===== config.mk =====
export PLATFORM = sky130hd
export DESIGN_NAME = jtagtrig
export DESIGN_NICKNAME = d
export VERILOG_FILES = /design/src/rtl/jtagtrig.sv
export SDC_FILE = /design/constraint.sdc
export NUM_CORES = 2
export LEC_CHECK = 0
export ABC_AREA = 1
export BUFFER_PORTS_ARGS = -buffer_cell sky130_fd_sc_hd__buf_2
export CAP_MARGIN = 10
export CELL_PAD_IN_SITES_DETAIL_PLACEMENT = 0
export CELL_PAD_IN_SITES_GLOBAL_PLACEMENT = 1
export CORE_ASPECT_RATIO = 1.5
export CORE_UTILIZATION = 37
export DETAILED_ROUTE_END_ITERATION = 10
export GPL_ROUTABILITY_DRIVEN = 0
export PLACE_DENSITY = 0.77
export SLEW_MARGIN = 20
export SYNTH_ARGS = -nofsm -noshare
export SYNTH_HDL_FRONTEND = slang
export SYNTH_SLANG_ARGS = --single-unit

===== constraint.sdc =====
create_clock -name clk -period 4.3 [get_ports clk]
set_input_delay 0.645 -clock clk [delete_from_list [all_inputs] [get_ports clk]]
set_output_delay 0.645 -clock clk [all_outputs]
set_load 0.02 [all_outputs]

===== src/rtl/jtagtrig.sv =====
// jtagtrig: two-stage pattern/edge trigger sequencer with occurrence counts and post-match delay driving the capture trigger
module jtagtrig #(
  parameter int N = 128
) (
  input  logic         clk,
  input  logic         rst,
  input  logic [N-1:0] indata,
  input  logic         wr,
  input  logic [7:0]   waddr,
  input  logic [15:0]  wdata,
  input  logic         arm,
  output logic         trigger,
  output logic [2:0]   state
);
  typedef enum logic [2:0] {IDLE = 3'd0, S0 = 3'd1, S1 = 3'd2, DLY = 3'd3, FIRE = 3'd4} state_t;
  state_t r_state, w_state_nx, w_exit;
  logic [15:0] r_cnt, w_cnt_nx, r_count0, r_count1, r_delay, w_need;
  logic r_ctrl, w_stg, w_hsel, w_done;
  logic [16:0] w_cnt1;
  logic [N-1:0] r_d, r_dp;
  logic [N-1:0] r_value [2];
  logic [N-1:0] r_mask [2];
  logic [N-1:0] r_edge [2];
  logic [1:0] w_hit;
  always_ff @(posedge clk)
    if (rst) begin
      r_d <= '0;
      r_dp <= '0;
      r_value <= '{'0, '0};
      r_mask <= '{'0, '0};
      r_edge <= '{'0, '0};
      r_count0 <= '0;
      r_count1 <= '0;
      r_delay <= '0;
      r_ctrl <= 1'b0;
    end else begin
      r_d <= indata;
      r_dp <= r_d;
      if (wr) begin
        for (int i = 0; i < N; i++)
          if (waddr[4:0] == i[8:4]) begin
            if (waddr[7:6] == 2'd0) r_value[waddr[5]][i] <= wdata[i[3:0]];
            if (waddr[7:6] == 2'd1) r_mask[waddr[5]][i] <= wdata[i[3:0]];
            if (waddr[7:6] == 2'd2) r_edge[waddr[5]][i] <= wdata[i[3:0]];
          end
        if (waddr == 8'hC0) r_count0 <= wdata;
        if (waddr == 8'hC1) r_count1 <= wdata;
        if (waddr == 8'hC2) r_delay <= wdata;
        if (waddr == 8'hC3) r_ctrl <= wdata[0];
      end
    end
  for (genvar g = 0; g < 2; g++) begin : g_hit
    assign w_hit[g] = &(~r_mask[g] | (~(r_d ^ r_value[g]) & (~r_edge[g] | (r_dp ^ r_value[g]))));
  end
  assign w_stg = r_state == S1;
  assign w_hsel = w_hit[w_stg];
  assign w_need = w_stg ? r_count1 : r_count0;
  assign w_cnt1 = {1'b0, r_cnt} + 17'd1;
  assign w_done = w_cnt1 >= {1'b0, w_need};
  assign w_exit = r_delay == '0 ? FIRE : DLY;
  always_comb begin
    w_state_nx = r_state;
    w_cnt_nx = r_cnt;
    if (arm) begin
      w_state_nx = S0;
      w_cnt_nx = '0;
    end else
      case (r_state)
        IDLE: w_state_nx = IDLE;
        S0, S1: if (w_hsel) begin
          w_cnt_nx = w_done ? '0 : w_cnt1[15:0];
          w_state_nx = !w_done ? r_state : (r_state == S0 && r_ctrl) ? S1 : w_exit;
        end
        DLY: begin
          w_cnt_nx = w_cnt1[15:0];
          w_state_nx = w_cnt1 >= {1'b0, r_delay} ? FIRE : DLY;
        end
        default: w_state_nx = IDLE;
      endcase
  end
  always_ff @(posedge clk)
    if (rst) begin
      r_state <= IDLE;
      r_cnt <= '0;
    end else begin
      r_state <= w_state_nx;
      r_cnt <= w_cnt_nx;
    end
  assign trigger = r_state == FIRE;
  assign state = r_state;
endmodule


==> flow_metrics.env <==
export IMPL_status="finished with violations"
export IMPL_violations="DRC"
export IMPL_insertion_delay_ps=740
export IMPL_synthCells=6455
export IMPL_fmax_mhz=310
export IMPL_antenna_found_initial=11
export IMPL_highest_layer="met5"
export IMPL_finalCriticalPeriod_ps=3230
export IMPL_dp_cells=7928
export IMPL_wirelength_met1_mm=64.3
export IMPL_post_route_period_util_pct=75.0
export IMPL_drt_iter0_drc=3477
export IMPL_wl_met3_mm=7.19
export IMPL_place_hpwl_mm=105
export IMPL_worst_pin_slew_ps=1140
export IMPL_cts_hold_buf=0
export IMPL_final_cells=8133
export IMPL_synth_cell_type_count=37
export IMPL_multi_input_area_um2=18900
export IMPL_rows=157
export IMPL_ys_seq_area_share_pct=48.1
export IMPL_ant_nets=0
export IMPL_yosysWarnings=0
export IMPL_routed_wl_mm=154
export IMPL_syn_num_nets=6640
export IMPL_grt_max_degree=138
export IMPL_skew_ps=23.7
export IMPL_tritoncts="done"
export IMPL_grtUsageTotal_pct=24.4
export IMPL_die_w_um=288
export IMPL_relSlewSlack_pct=23.9
export IMPL_fillers=12500
export IMPL_synth_seq_cells=1092
export IMPL_hp_class="primary input to flip-flop"
export IMPL_critical_path_cell_chain="nand3_1 > nor2_1 > inv_2 > nor3_2 > nand2_1 > nor2_1 > nand3_1 > nor3_1 > xor2_1 > ha_1 > nand4_1 > nor3_1 > nand4_1 > nor2_1 > nor2_1 > nand2_2 > nand2_4 > nand3_1 > a21oi_1"
export IMPL_core_area_um2=122000
export IMPL_cts_buffers_inserted=106
export IMPL_hold_end="r_d[42]"
export IMPL_remaining_drc_errors=14
export IMPL_syn_area_per_cell_um2=7.05
export IMPL_start_util_pct=37.3
export IMPL_layout_drive_gt1_share_pct=7.10
export IMPL_comb_power_share_pct=4.3
export IMPL_clk_path_buf_depth=3
export IMPL_vias=40900
export IMPL_critPathMaxFanout=16
export IMPL_syn_cell_area_um2=45500
export IMPL_rr_startpoint="r_cnt[0]"
export IMPL_r2r_end="r_cnt[14]"
export IMPL_drv_cap=0
export IMPL_p_leak_uw=0.0198
export IMPL_reg2reg_slack_ps=1070
export IMPL_rsz0062_at_grt="no"
export IMPL_ir_drop_uv=388
export IMPL_power_frac_seq_pct=48.7
export IMPL_setup_violations=0
export IMPL_p_int_uw=16300
export IMPL_port_buffer_count=159
export IMPL_slowest_stage="dfxtp_1"
export IMPL_crit_family="simple AND/OR/NAND/NOR gates"
export IMPL_clock_sinks=1092
export IMPL_worstSetupPathType="flip-flop to flip-flop"
export IMPL_route_met2_wl_mm=75.5
export IMPL_fin_setup_tns_ps=0
export IMPL_area_sequential_um2=21900
export IMPL_grt_pass1_vias=37900
export IMPL_io_pins=160
export IMPL_holdCritStartpoint="indata[42]"
export IMPL_overflow=0
export IMPL_final_cell_mix="1092 x dfxtp_1, 977 x nor2_1, 884 x o21ai_0, 875 x inv_1, 740 x nand2_1"
export IMPL_die_area_um2=124000
export IMPL_final_common_cell="dfxtp_1"
export IMPL_power_share_clock_pct=46.9
export IMPL_grt_pass1_wl_mm=232
export IMPL_layout_nets=6631
export IMPL_dieHeight_um=431
export IMPL_cp_end_kind="flip-flop"
export IMPL_slowest_delay_ps=470
export IMPL_netSwitchingFraction_pct=23.7
export IMPL_cp_required_ps=4950
export IMPL_reg2regPathDepth=19
export IMPL_worstPathArrival_ps=3870
export IMPL_hold_path_cell_count=3
export IMPL_cp_startpoint="r_cnt[0]"
export IMPL_vias_per_cell=5.03
export IMPL_critPathLaunchType="flip-flop"
export IMPL_wl_per_cell_um=18.9
export IMPL_post_cts_setup_buffer_count=0
export IMPL_post_cts_resized=0
export IMPL_synthToLayoutAreaGrowth_pct=13.1
export IMPL_slew_viol_final=0
export IMPL_cp_num_buf_inv=1
export IMPL_cts_root_buffer="clkbuf_16"
export IMPL_drt_pass1_iter_count=11
export IMPL_clk_pin_slew_worst_paths_ps=70
export IMPL_cp_common_cell="nor2_1"
export IMPL_power_density_nw_per_um2=415
export IMPL_h_tree_depth=3
export IMPL_switchingPower_uw=5060
export IMPL_final_hold_violation_count=0
registers in the layout (all words and copies together) (netlist names):
| register | flops |
|---|---|
| r_edge | 256 |
| r_mask | 256 |
| r_value | 256 |
| r_d | 128 |
| r_dp | 128 |
| r_cnt | 16 |
| r_count0 | 16 |
| r_count1 | 16 |
| r_delay | 16 |
| state | 3 |
| r_ctrl | 1 |
final cells by class:
type | instances | area share (%)
antenna | 6 | 0.0292
clock buffer | 149 | 5.92
clock inverter | 50 | 1.36
inverter | 882 | 6.45
multi-input combinational | 4119 | 36.8
sequential | 1092 | 42.5
tap | 1590 | 3.87
timing repair buffer | 245 | 3.02
per-stage QoR:
stage	power [µW]	hold WS [ps]	utilization [%]	worst slack, ps	cell area (µm²)
finish	21400	109	42.2	1070	51400
global route	22100	97.1	42.2	642	51400
CTS	21600	66.1	42.1	1040	51400
detailed placement	11600	435	39.1	812	47700
global placement	11600	431	39.1	808	47700
floorplan	11100	420	-	1340	45500
metal layers:
layer  GRT usage [%]  vias up
met5               0        -
met4            11.3        4
met2            42.3      987
met1            30.0    19000
met3            2.84      212
li1                -    20700
worst min-delay path: stages:
cell and delay (ps):
buf_2 80, inv_1 30, nor2_1 60
worst max-delay path by stage:
stage	to	slack, ps	cells past startpoint
global placement	r_edge[37]	810	9
CTS	r_cnt[14]	1040	19
global route	r_cnt[8]	640	19
floorplan	r_cnt[0]	1340	20
finish	r_cnt[14]	1070	19
detailed placement	r_edge[33]	810	9
power by group through the flow:
stage | logic [µW] | registers, µW | clock network (µW)
floorplan | 552 | 10600 | 0
global placement | 921 | 10600 | 0
detailed placement | 930 | 10600 | 0
CTS | 933 | 10400 | 10200
global route | 1030 | 10400 | 10600
finish | 928 | 10400 | 10000
cell families (layout without fill, tap and decap cells):
kind of cell / count (synthesis) / after routing / synth area share [%]
AND/OR/NAND/NOR: 2483 / 2483 / 22.8
AO/OA/AOI/OAI: 1587 / 1587 / 17.6
buffers and inverters: 1244 / 1326 / 10.3
flip-flops: 1092 / 1092 / 48.1
adder cells (fa/ha/maj): 29 / 29 / 0.798
multiplexers: 13 / 13 / 0.286
XOR/XNOR: 7 / 7 / 0.135
other: 0 / 6 / 0
cell usage after synthesis, drive strengths merged:
master	n	area, µm²
dfxtp	1092	21900
nor2	990	3750
o21ai	886	4430
inv	880	3300
nand2	754	2870
nand3	704	3530
a21oi	676	3390
clkbuf	339	1270
ha	29	363
buf	23	109
nand4	19	119
mux2i	13	130
a31oi	11	68.8
o211ai	10	75.1
nor3	8	50.1
xor2	6	52.6
nand3b	4	30.0
a21boi	2	18.8
clkinv	2	7.51
nor4	2	12.5
or2	2	12.5
a211oi	1	7.51
o22ai	1	6.26
xnor2	1	8.76
No activity file was read; power rests on OpenSTA's default activity.
